`config.mk`:
```
export PLATFORM = sky130hd
export DESIGN_NAME = shift_add_mult_flat
export DESIGN_NICKNAME = d
export VERILOG_FILES = /design/src/rtl/shift_add_mult_if.sv /design/src/rtl/shift_add_mult.sv /design/src/flat_wrapper.sv
export SDC_FILE = /design/constraint.sdc
export NUM_CORES = 1
export LEC_CHECK = 0
export CAP_MARGIN = 15
export CORE_ASPECT_RATIO = 1.4
export CORE_MARGIN = 1
export CORE_UTILIZATION = 45
export DETAILED_ROUTE_END_ITERATION = 8
export GPL_ROUTABILITY_DRIVEN = 0
export PLACE_DENSITY = 0.7
export RECOVER_POWER = 100
export SLEW_MARGIN = 20
export SYNTH_ARGS = -nofsm -noshare
export SYNTH_HDL_FRONTEND = slang
export SYNTH_SLANG_ARGS = --single-unit
```
`constraint.sdc`:
```
create_clock -name clk -period 5 [get_ports clk]
set_clock_uncertainty 0.15 [all_clocks]
set_input_delay 1 -clock clk [delete_from_list [all_inputs] [get_ports clk]]
set_output_delay 1 -clock clk [all_outputs]
set_load 0.01 [all_outputs]
```
`src/rtl/shift_add_mult_if.sv`:
```
// Operand/product handshake bundle for shift_add_mult.
// master drives operands and out_ready; slave is the multiplier.
interface shift_add_mult_if #(
   parameter int WIDTH = 8
);
   logic               in_valid;
   logic               in_ready;
   logic [WIDTH-1:0]   a;
   logic [WIDTH-1:0]   b;
   logic               out_valid;
   logic               out_ready;
   logic [2*WIDTH-1:0] p;
   logic               busy;

   modport master (
      output in_valid, a, b, out_ready,
      input  in_ready, out_valid, p, busy
   );

   modport slave (
      input  in_valid, a, b, out_ready,
      output in_ready, out_valid, p, busy
   );
endinterface

```
`src/rtl/shift_add_mult.sv`:
```
// Iterative shift-add multiplier, one partial product per cycle.
// Define MULT_SIGNED_EN for two's-complement operands.
module shift_add_mult #(
   parameter int WIDTH = 8
) (
   input logic             clk,
   input logic             rst,
   shift_add_mult_if.slave bus
);
   localparam int CW = $clog2(WIDTH);

   localparam logic [1:0] IDLE = 2'd0;
   localparam logic [1:0] BUSY = 2'd1;
   localparam logic [1:0] DONE = 2'd2;

   logic [1:0]         state;
   logic [WIDTH-1:0]   a_reg;
   logic [2*WIDTH:0]   acc;
   logic [CW-1:0]      count;
   logic [2*WIDTH-1:0] p_reg;

   logic [WIDTH:0]     upper;
   logic [2*WIDTH:0]   acc_nx;
   logic [WIDTH-1:0]   a_in;
   logic [WIDTH-1:0]   b_in;
   logic [2*WIDTH-1:0] res;
   logic               last;

`ifdef MULT_SIGNED_EN
   logic sign;

   // -2^(W-1) negates to itself, which reads correctly as unsigned
   always_comb begin
      a_in = bus.a[WIDTH-1] ? -bus.a : bus.a;
      b_in = bus.b[WIDTH-1] ? -bus.b : bus.b;
      res  = sign ? -acc_nx[2*WIDTH-1:0]
                  : acc_nx[2*WIDTH-1:0];
   end

   always_ff @(posedge clk or posedge rst) begin
      if (rst) begin
         sign <= 1'b0;
      end else if (state == IDLE && bus.in_valid) begin
         sign <= bus.a[WIDTH-1] ^ bus.b[WIDTH-1];
      end
   end
`else
   always_comb begin
      a_in = bus.a;
      b_in = bus.b;
      res  = acc_nx[2*WIDTH-1:0];
   end
`endif

   // carry of the add lands in acc[2W] before the shift
   always_comb begin
      upper = acc[2*WIDTH:WIDTH];
      if (acc[0]) begin
         upper = acc[2*WIDTH:WIDTH] + {1'b0, a_reg};
      end
      acc_nx = {1'b0, upper, acc[WIDTH-1:1]};
      last   = (count == CW'(WIDTH - 1));
   end

   always_ff @(posedge clk or posedge rst) begin
      if (rst) begin
         state <= IDLE;
         a_reg <= '0;
         acc   <= '0;
         count <= '0;
         p_reg <= '0;
      end else begin
         unique case (state)
            IDLE: begin
               if (bus.in_valid) begin
                  a_reg <= a_in;
                  acc   <= {{(WIDTH+1){1'b0}}, b_in};
                  count <= '0;
                  state <= BUSY;
               end
            end
            BUSY: begin
               acc   <= acc_nx;
               count <= count + 1'b1;
               if (last) begin
                  p_reg <= res;
                  state <= DONE;
               end
            end
            DONE: begin
               if (bus.out_ready) begin
                  state <= IDLE;
               end
            end
            default: state <= IDLE;
         endcase
      end
   end

   assign bus.in_ready  = (state == IDLE) && !rst;
   assign bus.out_valid = (state == DONE);
   assign bus.busy      = (state == BUSY) || (state == DONE);
   assign bus.p         = p_reg;
endmodule
```
`src/flat_wrapper.sv`:
```
// flat-port wrapper written by rule: the top's interface ports become plain ports
module shift_add_mult_flat 
#(
   parameter int WIDTH = 8
)
  (clk, rst, bus_in_valid, bus_a, bus_b, bus_out_ready, bus_in_ready, bus_out_valid, bus_p, bus_busy);
  shift_add_mult_if #(.WIDTH(WIDTH)) bus_i ();
  input logic clk;
  input logic rst;
  input wire logic [$bits(bus_i.in_valid)-1:0] bus_in_valid;
  input wire logic [$bits(bus_i.a)-1:0] bus_a;
  input wire logic [$bits(bus_i.b)-1:0] bus_b;
  input wire logic [$bits(bus_i.out_ready)-1:0] bus_out_ready;
  output wire logic [$bits(bus_i.in_ready)-1:0] bus_in_ready;
  output wire logic [$bits(bus_i.out_valid)-1:0] bus_out_valid;
  output wire logic [$bits(bus_i.p)-1:0] bus_p;
  output wire logic [$bits(bus_i.busy)-1:0] bus_busy;
  assign bus_i.in_valid = bus_in_valid;
  assign bus_i.a = bus_a;
  assign bus_i.b = bus_b;
  assign bus_i.out_ready = bus_out_ready;
  assign bus_in_ready = bus_i.in_ready;
  assign bus_out_valid = bus_i.out_valid;
  assign bus_p = bus_i.p;
  assign bus_busy = bus_i.busy;
  shift_add_mult #(.WIDTH(WIDTH)) u_core (.clk(clk), .rst(rst), .bus(bus_i));
endmodule
```
==> flow_summary.html, run 1 <==
<table>
<tr><th>Metric</th><th>Value</th></tr>
<tr><th colspan="2">Run status</th></tr>
<tr><td>Outcome</td><td>finished, violations left</td></tr>
<tr><td>Violations in the final reports</td><td>capacitance limit, slew limit</td></tr>
<tr><th colspan="2">Synthesis</th></tr>
<tr><td>Distinct cell type count after synthesis</td><td>37</td></tr>
<tr><td>Cell area after synthesis</td><td>0.00223 mm^2</td></tr>
<tr><td>Post-synthesis cell type with the largest combined area</td><td>dfrtp_1</td></tr>
<tr><td>Dominant cells by area after synthesis</td><td>dfrtp_1 50%, mux2_2 8.1%, ha_1 7.3%</td></tr>
<tr><td>Post-synth EDFFs</td><td>0</td></tr>
<tr><td>Post-synthesis share of cell area spent on xor and xnor gates</td><td>0.785%</td></tr>
<tr><td>Prevailing post-synth register cell</td><td>dfrtp_1</td></tr>
<tr><td>Sequential cell area fraction in the yosys report</td><td>50.5%</td></tr>
<tr><td>Number of warnings issued by yosys</td><td>0</td></tr>
<tr><td>Share of synthesized registers carrying an async set or reset</td><td>100%</td></tr>
<tr><td>Post-synth net total</td><td>243</td></tr>
<tr><td>Flop and latch count out of synthesis</td><td>45</td></tr>
<tr><td>Mean post-synth cell area</td><td>10.7 um^2</td></tr>
<tr><td>Share of the synthesized area in the top cell type</td><td>50.5%</td></tr>
<tr><td>Main combinational cell family by area after synthesis</td><td>compound AO/OA/AOI/OAI gates</td></tr>
<tr><td>Post-synthesis share of cell area spent on full adders, half adders and majority gates</td><td>8.19%</td></tr>
<tr><td>Post-synthesis share of cell area spent on and, or, nand and nor gates</td><td>10.7%</td></tr>
<tr><td>Complex-gate fraction of the synthesized area</td><td>14.4%</td></tr>
<tr><td>Mux share of post-synthesis cell area</td><td>12.1%</td></tr>
<tr><td>Synthesized instance count</td><td>209</td></tr>
<tr><th colspan="2">Route</th></tr>
<tr><td>Routed vias/inst</td><td>5.27</td></tr>
<tr><td>Average wire per cell in the routed design</td><td>13.9 um</td></tr>
<tr><td>Routed WL</td><td>4300 um</td></tr>
<tr><td>DR vias</td><td>1635</td></tr>
<tr><td>Count of nets left with antenna violations after detail routing</td><td>0</td></tr>
<tr><td>1st-iter DRT viols</td><td>50</td></tr>
<tr><td>Drt first pass iters</td><td>4</td></tr>
<tr><td>DRC violations left</td><td>0</td></tr>
<tr><th colspan="2">Layout</th></tr>
<tr><td>Sequential cell area</td><td>0.00113 mm^2</td></tr>
<tr><td>Area Growth Syn to Fin</td><td>24.9%</td></tr>
<tr><td>Final std cell area, no fill</td><td>0.00279 mm^2</td></tr>
<tr><td>Final-layout fill cell count</td><td>449</td></tr>
<tr><td>Nets@finish</td><td>281</td></tr>
<tr><td>Proportion of layout cells with a drive suffix above 1</td><td>11.3%</td></tr>
<tr><td>Area of the multi-input gates</td><td>0.00103 mm^2</td></tr>
<tr><td>N_diodes</td><td>0</td></tr>
<tr><th colspan="2">Floorplan</th></tr>
<tr><td>Number of ports placed on the die boundary</td><td>39</td></tr>
<tr><td>Die Footprint</td><td>0.00525 mm^2</td></tr>
<tr><td>Die span in y</td><td>85.3 um</td></tr>
<tr><td>Row count</td><td>29</td></tr>
<tr><td>Area of the core</td><td>0.00464 mm^2</td></tr>
<tr><td>Die Span X</td><td>61.5 um</td></tr>
<tr><td>Initial cell density of the core</td><td>48.0%</td></tr>
<tr><th colspan="2">Placed design</th></tr>
<tr><td>Post-DP HPWL</td><td>3090 um</td></tr>
<tr><td>Post-DP Area</td><td>0.00266 mm^2</td></tr>
<tr><td>Count of buffers from port buffering</td><td>38</td></tr>
<tr><th colspan="2">Power and ir drop</th></tr>
<tr><td>Leakage power of the design</td><td>1.30 nW</td></tr>
<tr><td>Maximum vdd ir drop</td><td>0.308 mV</td></tr>
<tr><td>Ratio of total power to cell area</td><td>598 mW/mm^2</td></tr>
<tr><th colspan="2">Timing</th></tr>
<tr><td>Setup Viol. Count Final</td><td>0</td></tr>
<tr><td>Hold violation count in the final report</td><td>0</td></tr>
<tr><td>Min cycle time layout</td><td>3.54 ns</td></tr>
<tr><td>Worst slew slack as a fraction of its limit</td><td>-58.4%</td></tr>
<tr><td>Worst-Margin Slew</td><td>2.38 ns</td></tr>
<tr><td>Final number of max-transition violations</td><td>46</td></tr>
<tr><td>Peak Freq</td><td>283 MHz</td></tr>
<tr><td>RSZ-0062 raised after global routing</td><td>no</td></tr>
<tr><td>Final worst path period share</td><td>70.7%</td></tr>
<tr><td>Final sum of negative setup slack</td><td>0 ns</td></tr>
<tr><th colspan="2">GRT</th></tr>
<tr><td>Global-route wire length before repair</td><td>7180 um</td></tr>
<tr><td>Antenna violations before repair</td><td>0</td></tr>
<tr><td>Vias in the first global route</td><td>1578</td></tr>
<tr><td>Largest net degree at the start of global routing</td><td>46</td></tr>
<tr><td>Total global routing track utilization</td><td>18.6%</td></tr>
<tr><td>Total grt overflow</td><td>0</td></tr>
<tr><th colspan="2">Critical path</th></tr>
<tr><td>WS Path Type</td><td>in -&gt; async</td></tr>
<tr><td>Launching element type of the critical path</td><td>input port</td></tr>
<tr><td>WP data required</td><td>4.77 ns</td></tr>
<tr><td>Critical-path maximum fanout</td><td>45</td></tr>
<tr><td>Reg2reg setup slack</td><td>2.50 ns</td></tr>
<tr><td>Critical Path End Type</td><td>async pin</td></tr>
<tr><td>Arr. time, crit path</td><td>3.30 ns</td></tr>
<tr><th colspan="2">CTS</th></tr>
<tr><td>Clock transition time at the flip-flop clock pins of the worst setup and hold paths</td><td>0.09 ns</td></tr>
<tr><td>Number of resized instances in the post-cts repair step</td><td>0</td></tr>
<tr><td>Clock buffer count from CTS</td><td>5</td></tr>
<tr><td>CTS Hold Buffers Added</td><td>0</td></tr>
<tr><td>TritonCTS clock tree</td><td>built</td></tr>
<tr><td>Buffers from clock root to sink, at most</td><td>2</td></tr>
<tr><td>Total number of H-tree levels</td><td>2</td></tr>
<tr><td>Clock latency reported for the late side of the worst-skew pair</td><td>0.30 ns</td></tr>
<tr><td>Number of post-CTS setup repair buffers</td><td>0</td></tr>
<tr><td>Sinks on the clock net</td><td>45</td></tr>
<tr><td>Cell at the root of the clock tree</td><td>clkbuf_8</td></tr>
<tr><th colspan="2">Flow run</th></tr>
<tr><td>Max cap viols</td><td>1</td></tr>
<tr><th colspan="2">Min path</th></tr>
<tr><td>Hold Crit Class</td><td>reg -&gt; reg</td></tr>
</table>
path summary, 6_finish.rpt:
path	startpoint	cells after the start	end
worst min register to register	u_core.bus.p[9]$_DFFE_PP0P_	2	u_core.bus.p[9]$_DFFE_PP0P_
min in group asynchronous	rst	3	u_core.state[1]$_DFFE_PP0P_
worst max-delay path	rst	3	u_core.acc[0]$_DFFE_PP0P_
max in group clk	rst	3	bus_in_ready
worst min-delay path	u_core.bus.p[9]$_DFFE_PP0P_	2	u_core.bus.p[9]$_DFFE_PP0P_
worst max register to register	u_core.state[1]$_DFFE_PP0P_	6	u_core.bus.p[13]$_DFFE_PP0P_
report_power, final:
group | switching, W | internal, W | total, W
Sequential | 0.000106 | 0.000509 | 0.000615
Combinational | 0.000381 | 0.000348 | 0.000730
Clock | 0.000122 | 0.000198 | 0.000321
Total | 0.000609 | 0.00106 | 0.00167
synth_stat cells, types with 2 or more instances:
library cell / n
o31ai_1: 2
o21ai_1: 2
dfrtp_1: 45
or3_1: 3
buf_2: 6
a31oi_1: 3
mux2i_1: 9
nor2_1: 2
nor2b_1: 4
nand2_1: 30
a21oi_1: 9
inv_1: 10
o21a_1: 2
ha_1: 13
nand3_1: 2
mux2_2: 16
a22o_1: 2
nor3_1: 2
a32oi_1: 2
o21ai_0: 28
worst max-delay path, cell delays in order:
cell           delay [ns]
dlygate4sd3_1        0.55
clkinv_1             0.05
clkbuf_1             1.69
per-stage QoR:
stage	instances	hold WS, ns	setup WS, ns	utilization, %	total power [W]
floorplan	209	0.317	2.67	-	0.00115
global placement	302	0.315	1.78	57.2	0.00136
detailed placement	302	0.320	1.74	57.2	0.00139
CTS	310	0.340	1.74	60.1	0.00172
global route	310	0.358	0.862	60.0	0.00181
finish	310	0.330	1.46	60.0	0.00167
metal layers:
layer,global-route usage [%],part of all wire (%)
met5,0,0
met4,6.67,1.6
met3,4.57,3.9
met2,31.3,53
met1,22.4,42
placed cells by master (no fill, tap or decap), drive strengths merged, types with 2 or more instances in the layout:
cell	count
a31oi	3
o21a	2
ha	13
dlygate4sd3	21
clkdlybuf4s50	17
dfrtp	45
a22o	2
inv	9
o31ai	2
or3	3
nand3	2
clkinv	2
bufinv	2
nor2	2
nor3	2
o21ai	31
nor2b	5
nand2	31
a21oi	10
mux2	16
clkbuf	6
a32oi	2
mux2i	9
area by class of cell:
type	count	area share (%)
Clock buffer	5	2.47
Clock inverter	3	2.33
Inverter	10	1.35
Multi-Input combinational cell	146	36.9
Sequential cell	45	40.4
Tap cell	62	2.78
Timing Repair Buffer	39	13.8
logic make-up (layout without fill, tap and decap cells):
group                    Yosys count  after routing
AO/OA/AOI/OAI                     55             55
AND/OR/NAND/NOR                   50             50
flip-flops                        45             45
multiplexers                      25             25
buffers and inverters             18             57
adder cells (fa/ha/maj)           14             14
XOR/XNOR                           2              2
Note: power is estimated with default switching activity, not from simulation.
==> inputs of run 2 (changes only) <==
--- a/config.mk
+++ b/config.mk
@@ -11,7 +11,7 @@
 export CORE_UTILIZATION = 45
 export DETAILED_ROUTE_END_ITERATION = 8
 export GPL_ROUTABILITY_DRIVEN = 0
-export PLACE_DENSITY = 0.7
+export PLACE_DENSITY = 0.72
 export RECOVER_POWER = 100
 export SLEW_MARGIN = 20
 export SYNTH_ARGS = -nofsm -noshare
==> constraint.sdc (replaced) <==
create_clock -name clk -period 3.2 [get_ports clk]
set_clock_uncertainty 0.15 [all_clocks]
set_input_delay 0.64 -clock clk [delete_from_list [all_inputs] [get_ports clk]]
set_output_delay 0.64 -clock clk [all_outputs]
set_load 0.01 [all_outputs]
==> run 2 against run 1 <==
The run now ends clean. Worst setup slack worse by 0.96 ns. Global-route usage fell by 0.85 points. Wire length shrank 5.1%. First-iteration DRC count grew 32%. Utilization did not move. Non-clock buffer count is 3 higher. Largest power group unchanged.
==> flow_summary.html, run 2 (same netlist as run 1, synthesis figures left out) <==
<table>
<tr><th>Metric</th><th>Value</th></tr>
<tr><th colspan="2">Critical path</th></tr>
<tr><td>WP data required</td><td>2.41 ns (-2.36 ns)</td></tr>
<tr><td>Arr. time, crit path</td><td>1.91 ns (-1.39 ns)</td></tr>
<tr><td>Critical-path maximum fanout</td><td>2 (-96%)</td></tr>
<tr><td>Launching element type of the critical path</td><td>input port</td></tr>
<tr><td>WS Path Type</td><td>in -&gt; out</td></tr>
<tr><td>Critical Path End Type</td><td>primary output</td></tr>
<tr><th colspan="2">CTS</th></tr>
<tr><td>Clock buffer count from CTS</td><td>5 (unchanged)</td></tr>
<tr><td>Number of post-CTS setup repair buffers</td><td>0 (unchanged)</td></tr>
<tr><td>TritonCTS clock tree</td><td>built</td></tr>
<tr><td>Buffers from clock root to sink, at most</td><td>2 (unchanged)</td></tr>
<tr><td>Sinks on the clock net</td><td>45 (unchanged)</td></tr>
<tr><td>CTS Hold Buffers Added</td><td>0 (unchanged)</td></tr>
<tr><td>Clock transition time at the flip-flop clock pins of the worst setup and hold paths</td><td>0.09 ns (about the same)</td></tr>
<tr><td>Number of resized instances in the post-cts repair step</td><td>0 (unchanged)</td></tr>
<tr><td>Total number of H-tree levels</td><td>2 (unchanged)</td></tr>
<tr><td>Cell at the root of the clock tree</td><td>clkbuf_8</td></tr>
<tr><td>Clock latency reported for the late side of the worst-skew pair</td><td>0.29 ns (about the same)</td></tr>
<tr><th colspan="2">GRT</th></tr>
<tr><td>Total global routing track utilization</td><td>17.7% (-0.85 points)</td></tr>
<tr><td>Global-route wire length before repair</td><td>6970 um (-3.0%)</td></tr>
<tr><td>Total grt overflow</td><td>0 (unchanged)</td></tr>
<tr><td>Largest net degree at the start of global routing</td><td>46 (unchanged)</td></tr>
<tr><td>Vias in the first global route</td><td>1612 (+2.2%)</td></tr>
<tr><td>Antenna violations before repair</td><td>0 (unchanged)</td></tr>
<tr><th colspan="2">Power and ir drop</th></tr>
<tr><td>Part of the total power dissipated in sequential elements</td><td>37.6% (+0.7 points)</td></tr>
<tr><td>Net Sw Frac</td><td>37.4% (+0.77 points)</td></tr>
<tr><td>P_sw</td><td>0.000954 W (+57%)</td></tr>
<tr><td>Share of power burned in combinational logic</td><td>45.1% (+1.3 points)</td></tr>
<tr><td>Proportion of power drawn by the clock network</td><td>17.3% (-2.0 points)</td></tr>
<tr><td>Int Power</td><td>0.00160 W (+51%)</td></tr>
<tr><td>Maximum vdd ir drop</td><td>0.532 mV (+73%)</td></tr>
<tr><td>Leakage power of the design</td><td>1.30 nW (-0.13%)</td></tr>
<tr><td>Ratio of total power to cell area</td><td>916 mW/mm^2 (+53%)</td></tr>
<tr><th colspan="2">Route</th></tr>
<tr><td>Routed vias/inst</td><td>5.22 (-0.96%)</td></tr>
<tr><td>1st-iter DRT viols</td><td>66 (+32%)</td></tr>
<tr><td>DR vias</td><td>1635 (unchanged)</td></tr>
<tr><td>Average wire per cell in the routed design</td><td>13.0 um (-6.1%)</td></tr>
<tr><td>Count of nets left with antenna violations after detail routing</td><td>0 (unchanged)</td></tr>
<tr><td>DRC violations left</td><td>0 (unchanged)</td></tr>
<tr><td>Routed WL</td><td>4070 um (-5.1%)</td></tr>
<tr><td>Drt first pass iters</td><td>4 (unchanged)</td></tr>
<tr><th colspan="2">Timing</th></tr>
<tr><td>Setup Viol. Count Final</td><td>0 (unchanged)</td></tr>
<tr><td>Final number of max-transition violations</td><td>0 (-100%)</td></tr>
<tr><td>Worst slack on hold paths</td><td>0.327 ns (-0.00240 ns)</td></tr>
<tr><td>Min cycle time layout</td><td>2.70 ns</td></tr>
<tr><td>Worst slew slack as a fraction of its limit</td><td>26.0% (+84 points)</td></tr>
<tr><td>Hold violation count in the final report</td><td>0 (unchanged)</td></tr>
<tr><td>Final sum of negative setup slack</td><td>0 ns (unchanged)</td></tr>
<tr><td>Final worst path period share</td><td>84.3%</td></tr>
<tr><td>RSZ-0062 raised after global routing</td><td>no</td></tr>
<tr><td>Worst-Margin Slew</td><td>1.11 ns (-1.27 ns)</td></tr>
<tr><td>Peak Freq</td><td>371 MHz</td></tr>
<tr><th colspan="2">Placed design</th></tr>
<tr><td>Post-DP HPWL</td><td>3000 um (-2.9%)</td></tr>
<tr><td>Cell Count Post-Placement</td><td>305 (+0.99%)</td></tr>
<tr><td>Post-DP Area</td><td>0.00268 mm^2 (+0.85%)</td></tr>
<tr><td>Count of buffers from port buffering</td><td>38 (unchanged)</td></tr>
<tr><th colspan="2">Layout</th></tr>
<tr><td>Core Util, Final</td><td>60.0% (unchanged)</td></tr>
<tr><td>Most common library cell in the layout ignoring fill and taps</td><td>dfrtp_1</td></tr>
<tr><td>N_diodes</td><td>0 (unchanged)</td></tr>
<tr><td>Nets@finish</td><td>284 (+1.1%)</td></tr>
<tr><td>Leading cell types in the layout, fill and taps excluded</td><td>45 x dfrtp_1, 31 x nand2_1, 30 x o21ai_0</td></tr>
<tr><td>Final std cell area, no fill</td><td>0.00279 mm^2 (unchanged)</td></tr>
<tr><td>Final standard cell count with taps included and fillers excluded</td><td>313 (+0.97%)</td></tr>
<tr><td>Area Growth Syn to Fin</td><td>24.9% (unchanged)</td></tr>
<tr><td>Proportion of layout cells with a drive suffix above 1</td><td>12.0% (+0.66 points)</td></tr>
<tr><th colspan="2">Floorplan</th></tr>
<tr><td>Initial cell density of the core</td><td>48.0% (unchanged)</td></tr>
<tr><td>Row count</td><td>29 (unchanged)</td></tr>
<tr><td>Die span in y</td><td>85.3 um (unchanged)</td></tr>
<tr><td>Area of the core</td><td>0.00464 mm^2 (unchanged)</td></tr>
<tr><td>Die Span X</td><td>61.5 um (unchanged)</td></tr>
<tr><td>Die Footprint</td><td>0.00525 mm^2 (unchanged)</td></tr>
<tr><td>Number of ports placed on the die boundary</td><td>39 (unchanged)</td></tr>
<tr><th colspan="2">Min path</th></tr>
<tr><td>Hold Crit Class</td><td>reg -&gt; reg</td></tr>
<tr><th colspan="2">Flow run</th></tr>
<tr><td>Max cap viols</td><td>0 (-1)</td></tr>
<tr><th colspan="2">Run status</th></tr>
<tr><td>Outcome</td><td>completed</td></tr>
</table>
==> run 2: cell types whose count changed in the layout (fill, tap and decap cells not counted), sizes merged <==
cell and delta:
bufinv -1, clkbuf +4, clkdlybuf4s50 +1, clkinv -1
clkinvlp +1, dlygate4sd3 -1
==> run 2: power by group through the flow <==
stage / combinational, W / clock [W] / sequential, W
2_1_floorplan: 0.000851 / 0 / 0.000942
3_3_place_gp: 0.00117 / 0 / 0.000965
3_5_place_dp: 0.00121 / 0 / 0.000972
4_1_cts: 0.00121 / 0.000454 / 0.000962
5_1_grt: 0.00130 / 0.000477 / 0.000993
6_report: 0.00115 / 0.000442 / 0.000959
==> run 2: routing by layer <==
layer / global-route usage, % / part of all wire, % / up-vias
met4: 6.06 / 1.5 / 0
met2: 29.6 / 50 / 31
met5: 0 / 0 / -
met3: 4.12 / 2.7 / 4
li1: - / - / 819
met1: 21.9 / 46 / 781
==> run 2: layout make-up <==
class                   count  area (um^2)
flip-flops and latches     45         1130
clock inverters             2         37.5
clock buffers               6         82.6
multi-input cells         146         1030
well taps                  62         77.6
fillers                   440         1860
repair buffers             42          398
inverters                  10         37.5
==> run 2: worst max-delay path, cell delays in order <==
cell           delay, ns
dlygate4sd3_1       0.55
nor2b_1             0.11
dlygate4sd3_1       0.61
==> run 2: worst paths after layout <==
check | slack, ns | end | start | cells past startpoint
max | 0.50 | bus_in_ready | rst | 3
min | 0.33 | u_core.bus.p[11]$_DFFE_PP0P_ | u_core.bus.p[11]$_DFFE_PP0P_ | 2
max reg2reg | 0.59 | u_core.bus.p[13]$_DFFE_PP0P_ | u_core.state[1]$_DFFE_PP0P_ | 8
min reg2reg | 0.33 | u_core.bus.p[11]$_DFFE_PP0P_ | u_core.bus.p[11]$_DFFE_PP0P_ | 2
max in group asynchronous | 1.23 | u_core.a_reg[5]$_DFFE_PP0P_ | rst | 3
min in group asynchronous | 1.01 | u_core.state[1]$_DFFE_PP0P_ | rst | 3
==> run 2: metrics by stage <==
step	setup slack, ns	power, W
2_1_floorplan	1.30	0.00179
3_3_place_gp	0.702	0.00213
3_5_place_dp	0.691	0.00218
4_1_cts	0.662	0.00263
5_1_grt	0.313	0.00277
6_report	0.504	0.00255
